## config.mk

```make
export PLATFORM = sky130hd
export DESIGN_NAME = clock_divider_mc_flat
export DESIGN_NICKNAME = d
export VERILOG_FILES = /design/src/rtl/clock_divider_mc_if.sv /design/src/rtl/clock_divider_mc.sv /design/src/flat_wrapper.sv
export SDC_FILE = /design/constraint.sdc
export NUM_CORES = 1
export LEC_CHECK = 0
export ABC_AREA = 1
export BUFFER_PORTS_ARGS = -buffer_cell sky130_fd_sc_hd__buf_4
export CAP_MARGIN = 20
export CORE_ASPECT_RATIO = 0.9
export CORE_MARGIN = 10
export CORE_UTILIZATION = 45
export CTS_CLUSTER_SIZE = 12
export DETAILED_ROUTE_END_ITERATION = 8
export GPL_TIMING_DRIVEN = 1
export PLACE_DENSITY = 0.65
export SYNTH_ARGS = -nofsm -noshare
export SYNTH_HDL_FRONTEND = slang
export SYNTH_SLANG_ARGS = --single-unit
```

## constraint.sdc

```tcl
create_clock -name i_ref_clk -period 2.7 [get_ports i_ref_clk]
set_clock_uncertainty 0.2 [all_clocks]
set_input_delay 0 -clock i_ref_clk [delete_from_list [all_inputs] [get_ports i_ref_clk]]
set_output_delay 0 -clock i_ref_clk [all_outputs]
set_load 0.005 [all_outputs]
```

## src/rtl/clock_divider_mc_if.sv

```systemverilog
// Control/status bundle for the multi-channel clock divider.
// The master drives enables, ratios and sync; the slave returns the divided clocks, ticks and lock status.
interface clock_divider_mc_if #(
    parameter int NUM_CH = 2,
    parameter int W      = 8
);
    logic [NUM_CH-1:0]   i_clk_en;
    logic [NUM_CH*W-1:0] i_div_ratio;
    logic                i_sync;
    logic [NUM_CH-1:0]   o_div_clk;
    logic [NUM_CH-1:0]   o_div_tick;
    logic [NUM_CH-1:0]   o_locked;

    modport master (
        output i_clk_en, i_div_ratio, i_sync,
        input  o_div_clk, o_div_tick, o_locked
    );

    modport slave (
        input  i_clk_en, i_div_ratio, i_sync,
        output o_div_clk, o_div_tick, o_locked
    );
endinterface

```

## src/rtl/clock_divider_mc.sv

```systemverilog
// Multi-channel integer clock divider: one divider lane per channel, with a shared reference clock and a shared phase-sync pulse.
// Ratio and enable are sampled only at period boundaries, so a running output never produces a runt pulse.
module clock_divider_ch #(
    parameter int W = 8
) (
    input  logic         clk,
    input  logic         rst,
    input  logic         en,
    input  logic [W-1:0] ratio,
    input  logic         sync,
    output logic         div_clk,
    output logic         tick,
    output logic         locked
);
    typedef enum logic {BYPASS = 1'b0, RUN = 1'b1} state_t;

    state_t       state;
    logic [W-1:0] r_a;
    logic [W-1:0] cnt;
    logic         div_q;

    logic         load;
    logic         wrap;
    logic [W-1:0] h;
    logic [W:0]   cnt_nx;

    assign load   = en && (ratio >= W'(2));
    assign wrap   = (cnt == r_a - W'(1));
    assign h      = r_a - (r_a >> 1);
    assign cnt_nx = {1'b0, cnt} + {{W{1'b0}}, 1'b1};

    always_ff @(posedge clk) begin
        if (rst) begin
            state <= BYPASS;
            r_a   <= '0;
            cnt   <= '0;
            div_q <= 1'b0;
        end else begin
            case (state)
                BYPASS: begin
                    if (load) begin
                        state <= RUN;
                        r_a   <= ratio;
                        cnt   <= '0;
                        div_q <= 1'b1;
                    end
                end
                RUN: begin
                    // A sync pulse acts as an early wrap; when it coincides with a real wrap, only one reload happens.
                    if (wrap || sync) begin
                        if (load) begin
                            r_a   <= ratio;
                            cnt   <= '0;
                            div_q <= 1'b1;
                        end else begin
                            state <= BYPASS;
                            cnt   <= '0;
                            div_q <= 1'b0;
                        end
                    end else begin
                        cnt   <= cnt_nx[W-1:0];
                        div_q <= (cnt_nx < {1'b0, h});
                    end
                end
                default: state <= BYPASS;
            endcase
        end
    end

    // Only combinational clock path. A load happens while clk is high and div_q loads as 1, so the switch is glitch-free.
    assign div_clk = (state == BYPASS) ? clk : div_q;
    assign tick    = (state == RUN) && wrap;
    assign locked  = (state == RUN);
endmodule

module clock_divider_mc #(
    parameter int NUM_CH = 2,
    parameter int W      = 8
) (
    input  logic                 i_ref_clk,
    input  logic                 i_rst,
    clock_divider_mc_if.slave    bus
);
    logic [NUM_CH-1:0][W-1:0] ratio_lane;
    logic [NUM_CH-1:0]        div_clk;
    logic [NUM_CH-1:0]        tick;
    logic [NUM_CH-1:0]        locked;

    assign ratio_lane = bus.i_div_ratio;

    for (genvar c = 0; c < NUM_CH; c++) begin : g_ch
        clock_divider_ch #(.W(W)) u_ch (
            .clk     (i_ref_clk),
            .rst     (i_rst),
            .en      (bus.i_clk_en[c]),
            .ratio   (ratio_lane[c]),
            .sync    (bus.i_sync),
            .div_clk (div_clk[c]),
            .tick    (tick[c]),
            .locked  (locked[c])
        );
    end

    assign bus.o_div_clk  = div_clk;
    assign bus.o_div_tick = tick;
    assign bus.o_locked   = locked;
endmodule

```

## src/flat_wrapper.sv

```systemverilog
// flat-port wrapper written by rule: the top's interface ports become plain ports
module clock_divider_mc_flat 
#(
    parameter int NUM_CH = 2,
    parameter int W      = 8
)
  (i_ref_clk, i_rst, bus_i_clk_en, bus_i_div_ratio, bus_i_sync, bus_o_div_clk, bus_o_div_tick, bus_o_locked);
  clock_divider_mc_if #(.NUM_CH(NUM_CH), .W(W)) bus_i ();
  input  logic i_ref_clk;
  input  logic i_rst;
  input wire logic [$bits(bus_i.i_clk_en)-1:0] bus_i_clk_en;
  input wire logic [$bits(bus_i.i_div_ratio)-1:0] bus_i_div_ratio;
  input wire logic [$bits(bus_i.i_sync)-1:0] bus_i_sync;
  output wire logic [$bits(bus_i.o_div_clk)-1:0] bus_o_div_clk;
  output wire logic [$bits(bus_i.o_div_tick)-1:0] bus_o_div_tick;
  output wire logic [$bits(bus_i.o_locked)-1:0] bus_o_locked;
  assign bus_i.i_clk_en = bus_i_clk_en;
  assign bus_i.i_div_ratio = bus_i_div_ratio;
  assign bus_i.i_sync = bus_i_sync;
  assign bus_o_div_clk = bus_i.o_div_clk;
  assign bus_o_div_tick = bus_i.o_div_tick;
  assign bus_o_locked = bus_i.o_locked;
  clock_divider_mc #(.NUM_CH(NUM_CH), .W(W)) u_core (.i_ref_clk(i_ref_clk), .i_rst(i_rst), .bus(bus_i));
endmodule
```

==> impl_metrics.py <==
metrics = {
    "critical_path": {
        "critPathTopFamily": "compound AO/OA/AOI/OAI gates",
        "worstSetupPathDepth": 20,
        "timing.rr.end": "u_core.g_ch[0].u_ch.div_q$_SDFFE_PP0P_",
        "r2r_cells": 20,
        "cpMaxStageDelayCell": "dfxtp_1",
        "reg2reg_setup_slack_ns": -0.10,
        "crit_path_frequent_cell": "nand2_1",
        "critPathMaxStageDelay_ns": 0.36,
        "critPathCaptureType": "register",
        "crit_buf_inv": 4,
        "cp.required_ns": 2.75,
        "crit_path_start_kind": "register",
        "critPathKind": "register to register",
        "critPathMaxFanout": 4,
        "r2r_start": "u_core.g_ch[0].u_ch.r_a[3]$_SDFFE_PP0P_",
        "worstPathArrival_ns": 2.86,
        "crit_chain": "inv_2 -> ha_4 -> inv_1 -> a21oi_2 -> o31ai_4 -> nand2_1 -> nand2_1 -> a21oi_2 -> xor2_1 -> ha_1 -> a21o_1 -> nand3_1 -> nand2_1 -> inv_1 -> nand2_2 -> nor2_2 -> nand3_1 -> nand3_1 -> nand2_1 -> inv_1",
    },
    "pwr": {
        "intPower_mw": 1.06,
        "p_sw_share_pct": 36.6,
        "vdd_drop_max_mv": 0.303,
        "totalPowerFinal_mw": 1.68,
        "leakagePower_nw": 2.17,
        "cellPowerDensity_nw_per_um2": 388,
        "seqPwrFrac_pct": 34.0,
        "p_sw_uw": 613,
        "clock_power_share_pct": 28.1,
        "comb_power_share_pct": 37.9,
    },
    "cells_and_area": {
        "seqCellArea_um2": 728,
        "fin_util_pct": 60.6,
        "n_fill_cell": 660,
        "drive_gt1_share_pct": 19.2,
        "final_area_um2": 4330,
        "multi_input_area_um2": 2420,
        "syn_to_final_growth_pct": 28.5,
        "n_antenna_cell": 0,
        "fin_nets": 668,
    },
    "sta": {
        "fmax_ghz": 0.357,
        "finalHoldViolCount": 0,
        "tightestPinTransition_ns": 1.03,
        "final.setup.tns_ns": -0.117,
        "fin_crit_sh_pct": 104,
        "rsz0062_at_grt": "yes",
        "setup_ws_ns": -0.105,
        "finalSetupViolations": 2,
        "slew_violations": 0,
        "maxSlewHeadroom_pct": 30.8,
        "period_needed_ns": 2.80,
    },
    "synthesis": {
        "yosysTopAreaCell": "dfxtp_1",
        "synth.distinct_cells": 30,
        "syn_inst": 520,
        "ys_top_cells_by_area": "dfxtp_1, nand2_1, ha_1, a21oi_1, inv_1",
        "synth_seq_cells": 36,
        "synth-async-reset-ratio_pct": 0,
        "synth_top_area_share_pct": 21.4,
        "synthFlopType": "dfxtp_1",
        "synthTopCellsByCount": "nand2_1, inv_1, a21oi_1, ha_1, nand3_1",
        "syn_nets": 589,
        "ys_seq_area_share_pct": 21.4,
        "synth-edff-count": 0,
        "yosysMostFrequentCell": "nand2_1",
        "synth_area_um2": 3370,
        "ys_warn_count": 0,
        "synth_area_per_cell_um2": 6.48,
    },
    "cts": {
        "cts_tree": "yes",
        "cts_root_buf": "clkbuf_8",
        "clkTransAtPathRegs_ns": 0.09,
        "clockBufferDepth": 2,
        "htreeDepth": 2,
        "cts_buffers": 5,
        "clk_latency_ns": 0.30,
    },
    "route": {
        "drt_first_pass_iters": 4,
        "finalWirelength_um": 8940,
        "routed_via_density": 4.88,
        "avgRoutedWirePerCell_um": 12.9,
        "num_vias": 3380,
        "drtAntennaViolNets": 0,
        "drt_iter0_drc": 214,
        "drc": 0,
    },
    "grt": {
        "grt_pass1_wl_um": 15100,
        "grt_pass1_vias": 3267,
        "antenna_found_initial": 0,
        "grt-ovfl-total": 0,
        "grt_max_degree": 34,
        "grt_usage_pct": 15.7,
    },
    "floorplan": {
        "die_h_um": 102,
        "start_util_pct": 47.1,
        "ios": 27,
        "dieWidth_um": 111,
        "num_rows": 29,
        "core_um2": 7150,
        "dieArea_um2": 11400,
    },
    "outcome": {
        "violations": "setup timing",
        "status": "finished with violations",
    },
    "place": {
        "port_buffers": 26,
        "place_congestion": 0.901,
        "pre_cts_slack_ns": -0.127,
        "dp_hpwl_um": 7030,
        "place_area_um2": 3970,
    },
    "run": {
        "cap_violations": 0,
    },
    "min_path": {
        "min_from": "bus_i_clk_en[1]",
        "worst_hold_path_type": "input port to register",
        "holdPathStages": 6,
        "holdPathEnd": "u_core.g_ch[1].u_ch.r_a[1]$_SDFFE_PP0P_",
    },
}
==> layout by cell type (no fill, tap or decap), types with 2 or more instances in the layout <==
master,count
ha_1,40
nand4_1,4
dlygate4sd3_1,18
fa_2,2
nor2_1,35
o31ai_4,2
dfxtp_1,32
o21ai_1,2
a21oi_2,4
inv_1,62
nand3b_1,2
nand3_1,41
dfxtp_2,3
clkinv_4,2
nand2_2,3
nand3_2,4
o21bai_1,3
nand2_1,156
nand2_4,2
xor2_1,19
nor2_2,2
inv_2,9
o21ai_0,10
xnor2_1,3
ha_4,6
buf_4,67
a31oi_1,2
clkbuf_8,5
a21oi_1,46
nor3_1,6
a21o_1,2
==> registers in the layout, summed over array words and instances (netlist names) <==
register                 cells
u_core.g_ch.u_ch.r_a        16
u_core.g_ch.u_ch.locked      2
u_core.g_ch.u_ch.div_q       2
u_core.g_ch.u_ch.cnt        16
==> how the worst max path moves through the flow <==
| stage | slack [ns] | from | endpoint |
|---|---|---|---|
| after global routing | -0.31 | u_core.g_ch[0].u_ch.r_a[0]$_SDFFE_PP0P_ | u_core.g_ch[0].u_ch.div_q$_SDFFE_PP0P_ |
| final | -0.10 | u_core.g_ch[0].u_ch.r_a[3]$_SDFFE_PP0P_ | u_core.g_ch[0].u_ch.div_q$_SDFFE_PP0P_ |
| after floorplan | 0.006 | u_core.g_ch[0].u_ch.r_a[0]$_SDFFE_PP0P_ | u_core.g_ch[0].u_ch.div_q$_SDFFE_PP0P_ |
| after CTS | -0.05 | u_core.g_ch[0].u_ch.r_a[0]$_SDFFE_PP0P_ | u_core.g_ch[0].u_ch.div_q$_SDFFE_PP0P_ |
| after global placement | -0.08 | u_core.g_ch[0].u_ch.r_a[1]$_SDFFE_PP0P_ | u_core.g_ch[0].u_ch.div_q$_SDFFE_PP0P_ |
| after detailed placement | -0.13 | u_core.g_ch[0].u_ch.r_a[1]$_SDFFE_PP0P_ | u_core.g_ch[0].u_ch.div_q$_SDFFE_PP0P_ |
==> metrics by stage <==
stage | hold WS [ns] | cells
after detailed placement | 0.0488 | 664
final | 0.0247 | 693
after global placement | 0.0488 | 664
after floorplan | -0.0431 | 520
after global routing | 0.0284 | 693
after CTS | 0.0213 | 693
==> worst register-to-register path: cells and delay by family (launching register included) <==
family                   cells  cell delay [ns]
AND/OR/NAND/NOR              9             0.61
buffers and inverters        4             0.24
flip-flops                   1             0.36
XOR/XNOR                     1             0.18
AO/OA/AOI/OAI                4             0.61
adder cells (fa/ha/maj)      2             0.54
==> cells by family (layout without fill, tap and decap cells) <==
group | Yosys count | in the layout | share of synthesized area (%)
buffers and inverters | 85 | 165 | 10.7
adders and majority gates | 48 | 48 | 18.3
and+or+nand+nor | 258 | 258 | 32.8
DFF | 36 | 36 | 21.4
AOI/OAI and AO/OA | 71 | 71 | 11.1
xor gates and xnor gates | 22 | 22 | 5.72
==> power by group through the flow <==
stage	sequential, mW	combinational, mW	clock [mW]
4_1_cts	0.570	0.624	0.486
2_1_floorplan	0.582	0.400	0.0500
3_3_place_gp	0.582	0.570	0.0500
5_1_grt	0.574	0.718	0.518
3_5_place_dp	0.582	0.583	0.0500
6_report	0.571	0.636	0.471
==> area by class of cell <==
class / count / area share (%)
clock buffers: 8 / 2.02
clock inverters: 4 / 0.578
inverters: 69 / 5.98
multi-input cells: 399 / 56.0
flip-flops and latches: 36 / 16.8
well taps: 93 / 2.69
repair buffers: 84 / 15.9
==> layer usage <==
metal,vias to the layer above,wire length [µm],global-route usage (%)
li1,1813,-,-
met1,1497,4650,21.7
met2,64,3660,23.8
met3,6,561,3.93
met4,0,71,4.15
met5,-,0,0
==> timing repair <==
action | CTS | global route
endpoints found under the setup margin | 2 | 3
pin swaps | 15 | 10
setup buffers | 1 | 0
resized for setup | 9 | 10
hold buffers | 19 | 0
endpoints found under the hold margin | 36 | 0
No activity file was read; power rests on OpenSTA's default activity.
